$ cat config.mk
export PLATFORM = sky130hd
export DESIGN_NAME = sigma_delta_adc
export DESIGN_NICKNAME = d
export VERILOG_FILES = /design/src/rtl/sigma_delta_adc.sv
export SDC_FILE = /design/constraint.sdc
export NUM_CORES = 1
export LEC_CHECK = 0
export ABC_AREA = 1
export BUFFER_PORTS_ARGS = -buffer_cell sky130_fd_sc_hd__buf_4
export CAP_MARGIN = 10
export CORE_AREA = 2 2 174 176
export DETAILED_ROUTE_END_ITERATION = 7
export DIE_AREA = 0 0 176 178
export MAX_ROUTING_LAYER = met4
export SYNTH_ARGS = -nofsm -noshare
export SYNTH_HDL_FRONTEND = slang
export SYNTH_SLANG_ARGS = --single-unit
$ cat constraint.sdc
create_clock -name CLK -period 4.35 [get_ports CLK]
set_input_delay 0.2175 -clock CLK [delete_from_list [all_inputs] [get_ports CLK]]
set_output_delay 0.2175 -clock CLK [all_outputs]
set_load 0.02 [all_outputs]
$ cat src/rtl/sigma_delta_adc.sv
// Sigma-delta ADC receive path: comparator synchronizer, integrator feedback bit,
// sinc^3 decimator and a single-entry valid/ready output buffer with overrun flag.
module sigma_delta_adc #(
    parameter int   DECIM_LOG2 = 6,
    parameter int   OUTW       = 16,
    parameter logic INV        = 1'b0
) (
    input  logic            CLK,
    input  logic            RESET_N,
    input  logic            DSIN,
    output logic            DSOUT,
    output logic [OUTW-1:0] OUT_DATA,
    output logic            OUT_VALID,
    input  logic            OUT_READY,
    output logic            OVERRUN
);
    localparam int FS = 3 * DECIM_LOG2;
    localparam int W  = FS + 1;

    logic                  sync1_q, sync2_q, dsout_q;
    logic                  x;
    logic [W-1:0]          int1_q, int2_q, int3_q;
    logic [W-1:0]          int1_d, int2_d, int3_d;
    logic [DECIM_LOG2-1:0] cnt_q, cnt_d;
    logic                  strobe;
    logic                  stb1_q, stb2_q;
    logic [W-1:0]          cap_q, dly1_q, dly2_q, dly3_q, comb_q;
    logic [W-1:0]          c1, c2, c3;
    logic [1:0]            prime_q, prime_d;
    logic [FS-1:0]         sat;
    logic [OUTW-1:0]       scaled;
    logic                  deliver;
    logic [OUTW-1:0]       data_q, data_d;
    logic                  valid_q, valid_d;
    logic                  overrun_q, overrun_d;

    assign x = sync2_q ^ INV;

    assign int1_d = int1_q + {{(W-1){1'b0}}, x};
    assign int2_d = int2_q + int1_q;
    assign int3_d = int3_q + int2_q;

    assign cnt_d  = cnt_q + {{(DECIM_LOG2-1){1'b0}}, 1'b1};
    assign strobe = (cnt_q == {DECIM_LOG2{1'b1}});

    assign c1 = cap_q - dly1_q;
    assign c2 = c1 - dly2_q;
    assign c3 = c2 - dly3_q;

    // Only exact full scale (R^3) can set the top bit; clip it to one LSB below.
    assign sat = comb_q[W-1] ? '1 : comb_q[FS-1:0];

    generate
        if (FS >= OUTW) begin : g_trunc
            assign scaled = sat[FS-1 -: OUTW];
            if (FS > OUTW) begin : g_drop
                logic unused_lsbs;
                assign unused_lsbs = ^sat[FS-OUTW-1:0];
            end
        end else begin : g_pad
            assign scaled = {sat, {(OUTW-FS){1'b0}}};
        end
    endgenerate

    always_comb begin
        prime_d   = prime_q;
        deliver   = 1'b0;
        data_d    = data_q;
        valid_d   = valid_q;
        overrun_d = 1'b0;
        if (stb2_q) begin
            if (prime_q != 2'd3) begin
                prime_d = prime_q + 2'd1;
            end else begin
                deliver = 1'b1;
            end
        end
        if (deliver) begin
            data_d    = scaled;
            valid_d   = 1'b1;
            overrun_d = valid_q & ~OUT_READY;
        end else if (valid_q && OUT_READY) begin
            valid_d = 1'b0;
        end
    end

    always_ff @(posedge CLK or negedge RESET_N) begin
        if (!RESET_N) begin
            sync1_q   <= 1'b0;
            sync2_q   <= 1'b0;
            dsout_q   <= 1'b0;
            int1_q    <= '0;
            int2_q    <= '0;
            int3_q    <= '0;
            cnt_q     <= '0;
            stb1_q    <= 1'b0;
            stb2_q    <= 1'b0;
            cap_q     <= '0;
            dly1_q    <= '0;
            dly2_q    <= '0;
            dly3_q    <= '0;
            comb_q    <= '0;
            prime_q   <= 2'd0;
            data_q    <= '0;
            valid_q   <= 1'b0;
            overrun_q <= 1'b0;
        end else begin
            sync1_q   <= DSIN;
            sync2_q   <= sync1_q;
            dsout_q   <= x;
            int1_q    <= int1_d;
            int2_q    <= int2_d;
            int3_q    <= int3_d;
            cnt_q     <= cnt_d;
            stb1_q    <= strobe;
            stb2_q    <= stb1_q;
            if (strobe) begin
                cap_q <= int3_q;
            end
            if (stb1_q) begin
                dly1_q <= cap_q;
                dly2_q <= c1;
                dly3_q <= c2;
                comb_q <= c3;
            end
            prime_q   <= prime_d;
            data_q    <= data_d;
            valid_q   <= valid_d;
            overrun_q <= overrun_d;
        end
    end

    assign DSOUT     = dsout_q;
    assign OUT_DATA  = data_q;
    assign OUT_VALID = valid_q;
    assign OVERRUN   = overrun_q;

endmodule

======== Yosys cells after proc, flatten, opt, wreduce, memory -nomap -nowiden ========
Cells that the tools add are included.
storage, ports and cells
  register bits after elaboration ......... 183
  word-level logic and storage cells ...... 39
  bits of input ports ..................... 4
cells by class
  reductions and logical operators ........ 3
  equality and inequality tests ........... 2
  mux-type cells .......................... 6
  bitwise gates (word level) .............. 2
  $add $sub $neg .......................... 8
operators by type and width
  cell                                         number
  subtractor 19 bit                            3
  adder 19 bit                                 2
  adder 19 x 1 -> 19 bit                       1
  2-to-1 mux 18 bit                            1
  adder 6 x 1 -> 6 bit, second input constant  1
  == test 6 bit, second input constant         1
  2-to-1 mux 1 bit                             5
  adder 2 x 1 -> 2 bit, second input constant  1
  != test 2 bit, second input constant         1
  AND reduction 2 bit                          1
  nonzero test 2 bit                           1
  AND 1 bit                                    1
  logical AND 1 bit                            1
  inverter 1 bit                               1

======== Longest topological paths before layout ========
Gate-level depths: netlist of run 1.
  depth in word-level cells ............... 4
  gate-level depth with buffers ........... 33

======== Worst setup path before layout of run 1 ========
Ideal clock, no wire load.
  path kind ............................... flip-flop to flip-flop
  start ................................... register cap_q[2]
  end ..................................... register comb_q[18]
  stages on the path, launching flop included .. 30
  path slack .............................. 258 ps
  data arrival time ....................... 3975 ps
  setup time .............................. 117 ps
  period minus slack after synthesis ...... 4092 ps
  cells stage by stage .................... dfrtp_1 ha_1 a21oi_1 o21ai_1 a21o_1 nand3_1 nand2_1 xor2_1 ha_1 a21oi_1 o21ai_0 a21oi_1 nand2_1 a21boi_1 o21ai_2 nand2_1 nand3_1 and2_1 ha_1 nand2_1 nor3_1 nand4_1 nand3_1 nand2_1 inv_1 nor2_1 inv_1 nand3_1 nand3_1 nand2_1
between the ends
  word-level cells in the longest chain between the ends .. 3
RTL lines
  element                 RTL line  source
  start, declared         27        logic [W-1:0] cap_q, dly1_q, dly2_q, dly3_q, comb_q;
  start signal, assigned  118       cap_q <= int3_q;
  subtractor 19 bit       46        assign c1 = cap_q - dly1_q;
  via c1[7]               28        logic [W-1:0] c1, c2, c3;
  subtractor 19 bit       47        assign c2 = c1 - dly2_q;
  via c2[16]              28
  subtractor 19 bit       48        assign c3 = c2 - dly3_q;
  end signal, assigned    102       comb_q <= '0;
  end signal, assigned    124       comb_q <= c3;
  end, declared           27
The timed path passes the listed nets, and every way through them passes these cells.
A chain may end at the register's enable or synchronous reset.

======== Final worst setup path of run 1 ========
  start ................................... register dly1_q[2]
  end ..................................... register comb_q[18]
between the ends
  word-level cells in the longest chain between the ends .. 3
RTL lines
  element                 RTL line  source
  start, declared         27
  start signal, assigned  121       dly1_q <= cap_q;
  subtractor 19 bit       46
  via c1[7]               28
  subtractor 19 bit       47
  via c2[14]              28
  subtractor 19 bit       48
The timed path passes the listed nets, and every way through them passes these cells.

==> impl_results.md, run 1 <==
- Met3 wire length: 509 um
- Fraction of layout cells with a size suffix above 1: 0.1782
- Endpoints failing hold: 0
- Hold crit path type: reg -> reg
- Post-layout min period: 4.265 ns
- Kind of end point of the critical path: flip-flop
- Via count: 8077
- Vias per cell: 4.791
- Final period util: 0.9804
- Worst Setup SP: dly1_q[2]$_DFFE_PN0P_
- CTS tree: done
- Fmax: 0.2345 GHz
- Drt total wl: 21170 um
- Relative slew slack: 0.3476
- Max stage delay on crit path: 0.36 ns
- Clock Sinks: 181
- Post-route worst setup slack: 0.08522 ns
- Total die area: 31330 um^2
- Clk_lat worst skew: 0.43 ns
- Ports: 23
- Final Instance Area: 12620 um^2
- Clock tree buffer depth: 2
- Area share of the largest cell type after synthesis: 0.4215
- Met2 WL post-DR: 10190 um
- Clock slew at reported path FFs: 0.07 ns
- I/O Buffers: 22
- Core area: 29400 um^2
- DR pass1 iterations: 5
- Library cells used by synthesis: 46
- Worst-Margin Slew: 0.9786 ns
- Overflow left after global routing: 0
- Initial antenna violation count: 0
- P_sw: 0.001636 W
- Pre-CTS worst setup slack: -0.04193 ns
- Power per cell area: 391.0 nW/um^2
- Leakage dissipation: 6.320 nW
- Die W: 176 um
- Seq pwr share: 0.403
- Yosys top cell by area: dfrtp_1
- Yosys warns: 0
- Drc violations: 0
- ANT cells: 0
- Syn nets: 1315
- Critical path arrival: 4.60 ns
- Setup CP Type: reg -> reg
- Post-DP HPWL: 15190 um
- R2r startpoint: dly1_q[2]$_DFFE_PN0P_
- Post-Place Cells: 1640
- Largest net degree at the start of global routing: 118
- # Max-Cap Violations: 0
- Register bit total from synthesis: 181
- Critical path required time: 4.68 ns
- Layout area overhead: 17.44%
- Peak supply drop: 0.3450 mV
- Syn Std Cell Area: 10750 um^2
- RD Place Congestion: 0.9566
- Combinational Power Share: 0.267
- CTS root buf: clkbuf_16
- Critical path startpoint category: flip-flop
- Max Used Layer: met4
- Synth area leaders: dfrtp_1 42%, ha_1 11%, nand2_1 8.6%
- Initial DRC Count: 362
- Std cell rows: 63
- Placed Area: 11580 um^2
- Cells after Synth: 1214
- H-Tree Depth: 4
- Hold Startpoint: sync1_q$_DFF_PN0_
- DR WL/cell: 12.56 um
- Clock power frac: 0.329
- Top FF cell, synth: dfrtp_1
- Mean post-synth cell area: 8.851 um^2
- RSZ-0062 raised after global routing: true
- First-pass GRT wire length: 36350 um
- CP Max Fanout: 5
- Slowest CP cell: dfrtp_1
- Sequential share of the synthesized area: 0.4215
- Vias in the first global route: 7981
- Outcome: complete, no violations
- Layout Cells excl Fill: 1686
- Max Slew Vio Count: 0
- Die H: 178 um
- PnR Total Power: 0.004934 W
- Async set-reset flop share out of synthesis: 1.000
- Final setup viols: 0
- Switching share of power: 0.3315
- Num CTS Buffers: 17
- GRT Total Usage: 0.1455
- Final Util: 0.4292
- Count leader, synth: nand2_1
- Starting Density: 0.3655
- Pint: 0.003298 W
- Fin nets: 1384
- DRT antenna net count: 0
- Post-synth EDFFs: 0
- Skew final: 0.01084 ns
- Met1 Routed Length: 9830 um
- Commonest cells in the netlist: 246 x nand2_1, 181 x dfrtp_1, 125 x inv_1
[cells by family (layout without fill, tap and decap cells)]
logic type / count (synthesis) / in the layout / share of synthesized area
simple gates: 419 / 419 / 0.1736
compound gates: 247 / 247 / 0.1325
flops: 181 / 181 / 0.4215
buf+inv: 151 / 233 / 0.05543
xor+xnor: 101 / 101 / 0.08232
fa+ha+maj: 97 / 97 / 0.1157
mux: 18 / 18 / 0.01886
[worst max-delay path, delay by kind of cell (launching register included)]
family                     cells  cell delay, ns
AOI/OAI and AO/OA              8            1.19
xor gates and xnor gates       2            0.34
adders and majority gates      3            0.86
buffers and inverters          4            0.36
DFF                            1            0.36
and+or+nand+nor               12            1.03
[layout by cell type, fill, tap and decap left out, types with 4 or more instances in the layout]
master / count
a21o_1: 12
a21oi_1: 68
a21oi_2: 15
buf_4: 67
clkbuf_16: 17
dfrtp_1: 180
ha_1: 83
ha_4: 7
inv_1: 121
inv_2: 6
inv_6: 5
mux2_2: 18
nand2_1: 238
nand2_2: 17
nand2_4: 4
nand3_1: 43
nand3_2: 17
nand3b_1: 5
nand4_1: 8
nor2_1: 53
nor2_2: 10
nor3_1: 12
nor4_1: 4
o21ai_0: 94
o21ai_1: 17
o21ai_2: 5
o21bai_2: 4
o31ai_1: 9
xnor2_1: 28
xor2_1: 65
xor2_2: 5
[area by class of cell]
| class | count | area (um^2) |
|---|---|---|
| clock inverters | 14 | 187.7 |
| flip-flops and latches | 181 | 4531 |
| multi-input cells | 882 | 5923 |
| inverters | 128 | 483.0 |
| repair buffers | 73 | 578.1 |
| well taps | 390 | 488.0 |
| fillers | 2849 | 16780 |
| clock buffers | 18 | 429.2 |
[power by group through the flow]
stage	registers, W	clock network [W]	logic (W)
after floorplan	0.00197	0	0.00105
after global placement	0.00202	0	0.00128
after detailed placement	0.00202	0	0.00131
after CTS	0.00199	0.00168	0.00132
after global routing	0.00201	0.00174	0.00149
final	0.00199	0.00163	0.00132
[registers in the layout, summed over array words and instances (netlist names), 16 cells and up]
signal,count
OUT_DATA,16
cap_q,19
comb_q,17
dly1_q,19
dly2_q,19
dly3_q,19
int1_q,19
int2_q,19
int3_q,19
[per-stage QoR]
stage                     TNS (ns)  hold WS, ns
after floorplan                  0     -0.07809
after global placement           0       0.3270
after detailed placement  -0.04193       0.3278
after CTS                        0       0.3623
after global routing       -0.3929       0.3665
final                            0       0.3562
[routing by layer]
metal,up-vias,track usage
met5,-,-
met4,0,0.05888
met3,46,0.02472
met1,3737,0.1763
met2,111,0.2423
li1,4183,-
[what timing repair did]
action	in CTS	in global routing
cloned	0	0
pin swaps	0	45
hold buffers	3	0
setup endpoints to repair	1	8
setup buffers	0	11
hold endpoints to repair	72	0
resized for setup	3	63
[final timing paths]
check,end,slack [ns],cells after the start
setup / recovery,comb_q[18]$_DFFE_PN0P_,0.09,29
hold reg to reg,sync2_q$_DFF_PN0_,0.36,0
max in group asynchronous,int1_q[13]$_DFF_PN0_,2.99,3
hold / removal,sync2_q$_DFF_PN0_,0.36,0
setup reg to reg,comb_q[18]$_DFFE_PN0P_,0.09,29
min in group asynchronous,dly2_q[1]$_DFFE_PN0P_,0.45,2
(Power assumes the default switching activity.)
==> run 2: changes to the inputs <==
CELL_PAD_IN_SITES_DETAIL_PLACEMENT = 1   (was default)
CELL_PAD_IN_SITES_GLOBAL_PLACEMENT = 2   (was default)
CORE_AREA = 2 2 176 178   (was 2 2 174 176)
DIE_AREA = 0 0 178 180   (was 0 0 176 178)
PLACE_DENSITY_LB_ADDON = 0.1   (was default)
==> run 2 against run 1 <==
Compared with the run above:
- utilization shrank 0.10 points
- highest routed layer unchanged
- critical endpoint unchanged
- die area grew 2.3%
- sequential power is essentially flat
- count of clock-buffer cells in the layout grew 1
- critical path depth shrank 3
- power shrank 0.81%
- global-route usage grew 2.7 points
- non-clock buffer count grew 35
- combinational power grew 5%
- sequential share of layout area shrank 0.85 points
==> impl_results.md, run 2 (same netlist as run 1, synthesis figures left out) <==
- Pint: 0.003236 W (-1.9%)
- Total die area: 32040 um^2 (+2.3%)
- Relative slew slack: 0.3671 (+0.01950)
- Num CTS Buffers: 17 (unchanged)
- Ports: 23 (unchanged)
- Setup TNS: 0 ns (unchanged)
- Initial antenna violation count: 0 (unchanged)
- H-Tree Depth: 4 (unchanged)
- Post-DP HPWL: 19130 um (+26%)
- Fmax: 0.2387 GHz (+1.8%)
- Vias in the first global route: 8885 (+11%)
- Clock slew at reported path FFs: 0.07 ns (about the same)
- Clock power frac: 0.313 (-0.016)
- ANT cells: 0 (unchanged)
- Worst-Margin Slew: 0.9470 ns (-0.03155 ns)
- Drt total wl: 25010 um (+18%)
- Die W: 178 um (+1.1%)
- Seq pwr share: 0.405 (+0.002)
- Skew final: 0.009510 ns (-0.001330 ns)
- Outcome: complete, no violations
- Clock tree buffer depth: 2 (unchanged)
- Fin nets: 1419 (+2.5%)
- RD Place Congestion: 0.8363 (-13%)
- DR pass1 iterations: 5 (unchanged)
- Peak supply drop: 0.3183 mV (-7.7%)
- Vias per cell: 4.794 (about the same)
- Std cell rows: 64 (+1.6%)
- Critical path required time: 4.68 ns (about the same)
- Max Slew Vio Count: 0 (unchanged)
- CP Max Fanout: 4 (-1)
- Commonest non-fill, non-tap cells in the layout: 236 x nand2_1, 180 x dfrtp_1, 118 x inv_1
- RSZ-0062 raised after global routing: true
- Core area: 30190 um^2 (+2.7%)
- Clock Sinks: 181 (unchanged)
- P_sw: 0.001657 W (+1.3%)
- Overflow left after global routing: 0 (unchanged)
- Starting Density: 0.3559 (-0.009527)
- CTS root buf: clkbuf_16
- Seq. cell area: 4531 um^2 (unchanged)
- Critical path arrival: 4.52 ns (-0.08 ns)
- # Max-Cap Violations: 0 (unchanged)
- Setup CP Type: reg -> reg
- Initial DRC Count: 300 (-17%)
- First-pass GRT wire length: 42780 um (+18%)
- Final period util: 0.9632 (-0.01722)
- Layout fillers: 3569 (+25%)
- Via count: 8275 (+2.5%)
- Fraction of layout cells with a size suffix above 1: 0.2105 (+0.03229)
- Critical path startpoint category: flip-flop
- Largest net degree at the start of global routing: 101 (-14%)
- Layout area overhead: 20.30%
- Power per cell area: 378.6 nW/um^2 (-3.2%)
- I/O Buffers: 22 (unchanged)
- Hold crit path type: reg -> reg
- Drc violations: 0 (unchanged)
- Combinational Power Share: 0.282 (+0.015)
- Die H: 180 um (+1.1%)
- Endpoints failing hold: 0 (unchanged)
- DRT antenna net count: 0 (unchanged)
- Leakage dissipation: 6.463 nW (+2.3%)
- CTS tree: done
- Clk_lat worst skew: 0.44 ns (about the same)
- Final Util: 0.4282 (-0.001035)
- Post-layout min period: 4.190 ns (-0.07490 ns)
- GRT Total Usage: 0.1724 (+0.02692)
- Kind of end point of the critical path: flip-flop
- DR WL/cell: 14.49 um (+15%)
- Footprint of the multi-input gates: 6010 um^2 (+1.5%)
- Final setup viols: 0 (unchanged)
- Most common cell after layout, fill and taps aside: nand2_1
- Switching share of power: 0.3387 (+0.007125)
-- run 2: power by group through the flow --
stage          sequential, W  clock, W  combinational, W
2_1_floorplan        0.00197         0           0.00105
3_3_place_gp         0.00201         0           0.00134
3_5_place_dp         0.00202         0           0.00137
4_1_cts              0.00199   0.00160           0.00140
5_1_grt              0.00201   0.00166           0.00157
6_report             0.00198   0.00153           0.00138
-- run 2: path summary, 6_finish.rpt --
path                                 startpoint                      to  slack, ns  depth (start not counted)
setup / recovery           cap_q[2]$_DFFE_PN0P_  comb_q[18]$_DFFE_PN0P_       0.16                         26
hold / removal                sync1_q$_DFF_PN0_       sync2_q$_DFF_PN0_       0.35                          0
setup reg to reg           cap_q[2]$_DFFE_PN0P_  comb_q[18]$_DFFE_PN0P_       0.16                         26
hold reg to reg               sync1_q$_DFF_PN0_       sync2_q$_DFF_PN0_       0.35                          0
max in group asynchronous               RESET_N  dly1_q[14]$_DFFE_PN0P_       2.95                          3
min in group asynchronous               RESET_N   comb_q[9]$_DFFE_PN0P_       0.40                          2
-- run 2: repair_timing --
item	in CTS	in global routing
pin swaps	5	46
hold endpoints to repair	100	0
endpoints found under the setup margin	2	10
gates resized for setup	10	75
hold buffers	3	0
buffers inserted	2	7
-- run 2: worst max-delay path: stages, from the launching register on --
cell	delay (ns)
dfrtp_1	0.41
ha_4	0.28
a21oi_4	0.17
o21ai_2	0.09
a21o_4	0.21
a21oi_4	0.15
buf_4	0.14
o21ai_1	0.06
xor2_1	0.16
ha_1	0.37
a21oi_2	0.16
a21boi_2	0.21
o21ai_2	0.09
buf_4	0.15
xor2_2	0.16
ha_1	0.35
nand2_1	0.13
nor3_4	0.15
nand4_1	0.13
nand3_2	0.11
nand2_2	0.06
inv_2	0.06
nor2_2	0.04
inv_1	0.05
nand3_1	0.06
nand3_1	0.07
nand2_1	0.06
-- run 2: layer usage --
metal / up-vias / track usage / wire length [um]
met2: 53 / 0.3155 / 13490
met4: 0 / 0.04754 / 407
met5: - / - / 0
met1: 3967 / 0.1891 / 10660
li1: 4232 / - / -
met3: 23 / 0.03130 / 456
-- run 2: cell type report --
class | count | share of cell area
timing repair buffer | 108 | 0.06437
tap | 396 | 0.03833
multi-input combinational | 882 | 0.4649
clock buffer | 19 | 0.03427
inverter | 128 | 0.03736
clock inverter | 12 | 0.01026
sequential | 181 | 0.3505
-- run 2: through the flow --
step	hold WS [ns]	worst slack, ns	std cells	cell area, um^2	power, W
after floorplan	-0.07809	0.2580	1214	10750	0.003016
after global placement	0.3271	-0.03259	1683	11850	0.003359
after detailed placement	0.3280	-0.1573	1683	11850	0.003390
after CTS	0.3523	0.01029	1719	12530	0.004992
after global routing	0.3614	-0.2478	1726	12930	0.005243
final	0.3493	0.1601	1726	12930	0.004894
==> run 3: changes to the inputs <==
ABC_AREA = default   (was 1)
CORE_AREA = 2 2 170 172   (was 2 2 176 178)
DIE_AREA = 0 0 172 174   (was 0 0 178 180)
==> run 3 against run 2 <==
Compared with the run above:
- maximum frequency is 15% lower
- cell area is 0.17% higher
- count of clock-buffer cells in the layout is 2 lower
- global-route usage is 1.3 points lower
- worst setup slack worse by 0.72 ns
- largest power group unchanged
- the flow now finishes with violations (negative setup slack)
- via count is 7.2% lower
- utilization is 3.0 points higher
- sequential cell count stayed put
- power is 2.0% lower
- synthesized area is 4.0% lower
- sequential power hardly changed
- synthesized cell count is 14% lower
==> impl_results.md, run 3 <==
- GRT Total Usage: 0.1589 (-0.01350)
- Placed Area: 11790 um^2 (-0.54%)
- Most common cell after layout, fill and taps aside: dfrtp_1
- Num CTS Buffers: 17 (unchanged)
- PnR Total Power: 0.004794 W (-2.0%)
- Die W: 172 um (-3.4%)
- Relative slew slack: 0.4083 (+0.04124)
- Mean post-synth cell area: 9.909 um^2 (+12%)
- Worst path top cell family by delay: compound AO/OA/AOI/OAI gates
- Skew final: 0.01076 ns (+0.001250 ns)
- Post-route worst setup slack: -0.5617 ns (-0.7218 ns)
- Hold crit path type: in -> reg
- Drc violations: 0 (unchanged)
- Critical path startpoint category: flip-flop
- Total die area: 29930 um^2 (-6.6%)
- # Max-Cap Violations: 0 (unchanged)
- CP Max Fanout: 6 (+2)
- Layout Cells excl Fill: 1592 (-7.8%)
- Fmax: 0.2036 GHz (-15%)
- Synth area leaders: dfrtp_1 44%, ha_1 11%, xnor2_1 6.1%
- Post-layout min period: 4.912 ns (+0.7218 ns)
- Post-DP HPWL: 15470 um (-19%)
- Vias per cell: 4.823 (+0.61%)
- Violated checks: negative setup slack
- Final Instance Area: 12950 um^2 (+0.17%)
- CTS tree: done
- Yosys warns: 0 (unchanged)
- Final Util: 0.4586 (+0.03040)
- Commonest cells in the netlist: 181 x dfrtp_1, 107 x nand2_1, 94 x o21ai_0
- Max stage delay on crit path: 0.39 ns (-0.02 ns)
- Power per cell area: 370.2 nW/um^2 (-2.2%)
- Endpoints failing hold: 0 (unchanged)
- DR pass1 iterations: 4 (-1)
- Post-Place Cells: 1542 (-8.4%)
- Area share of the largest cell type after synthesis: 0.4391 (+0.01759)
- Critical path required time: 4.66 ns (-0.02 ns)
- Peak supply drop: 0.2224 mV (-30%)
- Initial DRC Count: 218 (-27%)
- Fraction of layout cells with a size suffix above 1: 0.2550 (+0.04444)
- Clock slew at reported path FFs: 0.07 ns (about the same)
- Via count: 7679 (-7.2%)
- Starting Density: 0.3653 (+0.009361)
- Cells after Synth: 1041 (-14%)
- Register bit total from synthesis: 181 (unchanged)
- I/O Buffers: 22 (unchanged)
- H-Tree Depth: 4 (unchanged)
- Clock Sinks: 181 (unchanged)
- Die H: 174 um (-3.3%)
- DR WL/cell: 13.43 um (-7.3%)
- Syn Std Cell Area: 10310 um^2 (-4.0%)
- Overflow left after global routing: 0 (unchanged)
- RSZ-0062 raised after global routing: true
- Std cell rows: 62 (-3.1%)
- Syn nets: 1142 (-13%)
- Final setup viols: 7 (+7)
- Worst-Margin Slew: 0.8875 ns (-0.05956 ns)
- Final period util: 1.129 (+0.1659)
- Clk_lat worst skew: 0.43 ns (about the same)
- Buf/Inv on CP: 3 (-1)
- Commonest non-fill, non-tap cells in the layout: 180 x dfrtp_1, 146 x buf_4, 105 x nand2_1
- Top FF cell, synth: dfrtp_1
- Initial antenna violation count: 0 (unchanged)
- Sequential share of the synthesized area: 0.4391 (+0.01759)
- Outcome: finished, violations left
- Critical path arrival: 5.22 ns (+0.70 ns)
- Largest net degree at the start of global routing: 96 (-5.0%)
- Pre-CTS worst setup slack: -0.8960 ns (-0.7388 ns)
- DRT antenna net count: 0 (unchanged)
- Layout area overhead: 25.53%
- Seq. cell area: 4533 um^2 (about the same)
- Max Slew Vio Count: 0 (unchanged)
- Clock tree buffer depth: 2 (unchanged)
- Count leader, synth: dfrtp_1
- Leakage dissipation: 6.470 nW (about the same)
- Setup CP Type: reg -> reg
- Layout fillers: 3209 (-10%)
- Ports: 23 (unchanged)
- Drt total wl: 21390 um (-14%)
- Async set-reset flop share out of synthesis: 1.000 (unchanged)
- Library cells used by synthesis: 56 (+22%)
- RD Place Congestion: 0.8485 (+1.5%)
- Slowest CP cell: dfrtp_1
- Footprint of the multi-input gates: 5774 um^2 (-3.9%)
- CTS root buf: clkbuf_16
- Vias in the first global route: 8124 (-8.6%)
- Post-synth EDFFs: 0 (unchanged)
- ANT cells: 0 (unchanged)
- Fin nets: 1296 (-8.7%)
- Core area: 28240 um^2 (-6.5%)
- Kind of end point of the critical path: flip-flop
- Yosys top cell by area: dfrtp_1
- First-pass GRT wire length: 37680 um (-12%)
==> run 3: cell types whose count changed after synthesis, sizes merged, moves of 16 or more <==
cell   previous run  this run
xor2             70        22
and3              0        18
nand2           259       107
inv             128        93
mux2             18        44
nand3            60        23
a21oi            86        70
xnor2            31        72
o21ai           116        94
==> run 3: cell families after synthesis <==
| kind of cell | Yosys count | synth area share |
|---|---|---|
| muxes | 49 | 0.05325 |
| xor gates and xnor gates | 96 | 0.08418 |
| buffers and inverters | 114 | 0.04221 |
| adders and majority gates | 97 | 0.1206 |
| DFF | 181 | 0.4391 |
| and+or+nand+nor | 257 | 0.1133 |
| AOI/OAI and AO/OA | 247 | 0.1474 |
==> run 3: layer usage <==
layer  global-route usage  vias to the layer above  routed length (um)
met4              0.04377                        0                 310
li1                     -                     3913                   -
met2               0.2815                       50               11120
met3              0.02459                       16                 336
met1               0.1859                     3700                9620
met5                    -                        -                   0
==> run 3: report_power, final <==
part	internal [W]	switching, W
combinational	0.000541	0.000683
clock	0.000864	0.000711
sequential	0.00186	0.000131
==> run 3: layout make-up <==
class | instances | share of cell area
clock buffer | 17 | 0.03285
clock inverter | 15 | 0.01304
inverter | 93 | 0.02696
multi-input combinational | 746 | 0.4459
sequential | 181 | 0.3501
tap | 384 | 0.03710
timing repair buffer | 156 | 0.09402
==> run 3: worst paths after layout <==
path | startpoint | endpoint | slack (ns) | cells after the start
hold / removal | OUT_READY | OVERRUN$_DFF_PN0_ | 0.04 | 3
setup reg to reg | cap_q[1]$_DFFE_PN0P_ | comb_q[17]$_DFFE_PN0P_ | -0.56 | 25
setup / recovery | cap_q[1]$_DFFE_PN0P_ | comb_q[17]$_DFFE_PN0P_ | -0.56 | 25
max in group asynchronous | RESET_N | dly1_q[14]$_DFFE_PN0P_ | 2.95 | 3
hold reg to reg | sync1_q$_DFF_PN0_ | sync2_q$_DFF_PN0_ | 0.35 | 0
min in group asynchronous | RESET_N | OUT_DATA[0]$_DFFE_PN0P_ | 0.41 | 2
==> run 3: worst reg2reg max path: cells and delay by family (launching register included) <==
family,cells,cell delay [ns]
muxes,1,0.25
xor gates and xnor gates,3,0.30
buffers and inverters,3,0.43
adders and majority gates,3,0.94
DFF,1,0.39
AOI/OAI and AO/OA,10,1.85
and+or+nand+nor,5,0.65
==> run 3: timing repair <==
action	CTS	global route
hold buffers	2	0
pin swaps	30	35
gates resized for setup	47	48
hold endpoints to repair	87	0
setup endpoints to repair	12	13
buffers inserted	7	13
==> run 3: per-stage QoR <==
stage / setup TNS, ns / hold WS (ns)
6_report: -2.710 / 0.04086
5_1_grt: -5.109 / 0.05099
4_1_cts: -2.778 / 0.01939
3_5_place_dp: -5.893 / 0.3287
3_3_place_gp: -4.968 / 0.3274
2_1_floorplan: -1.845 / -0.07809
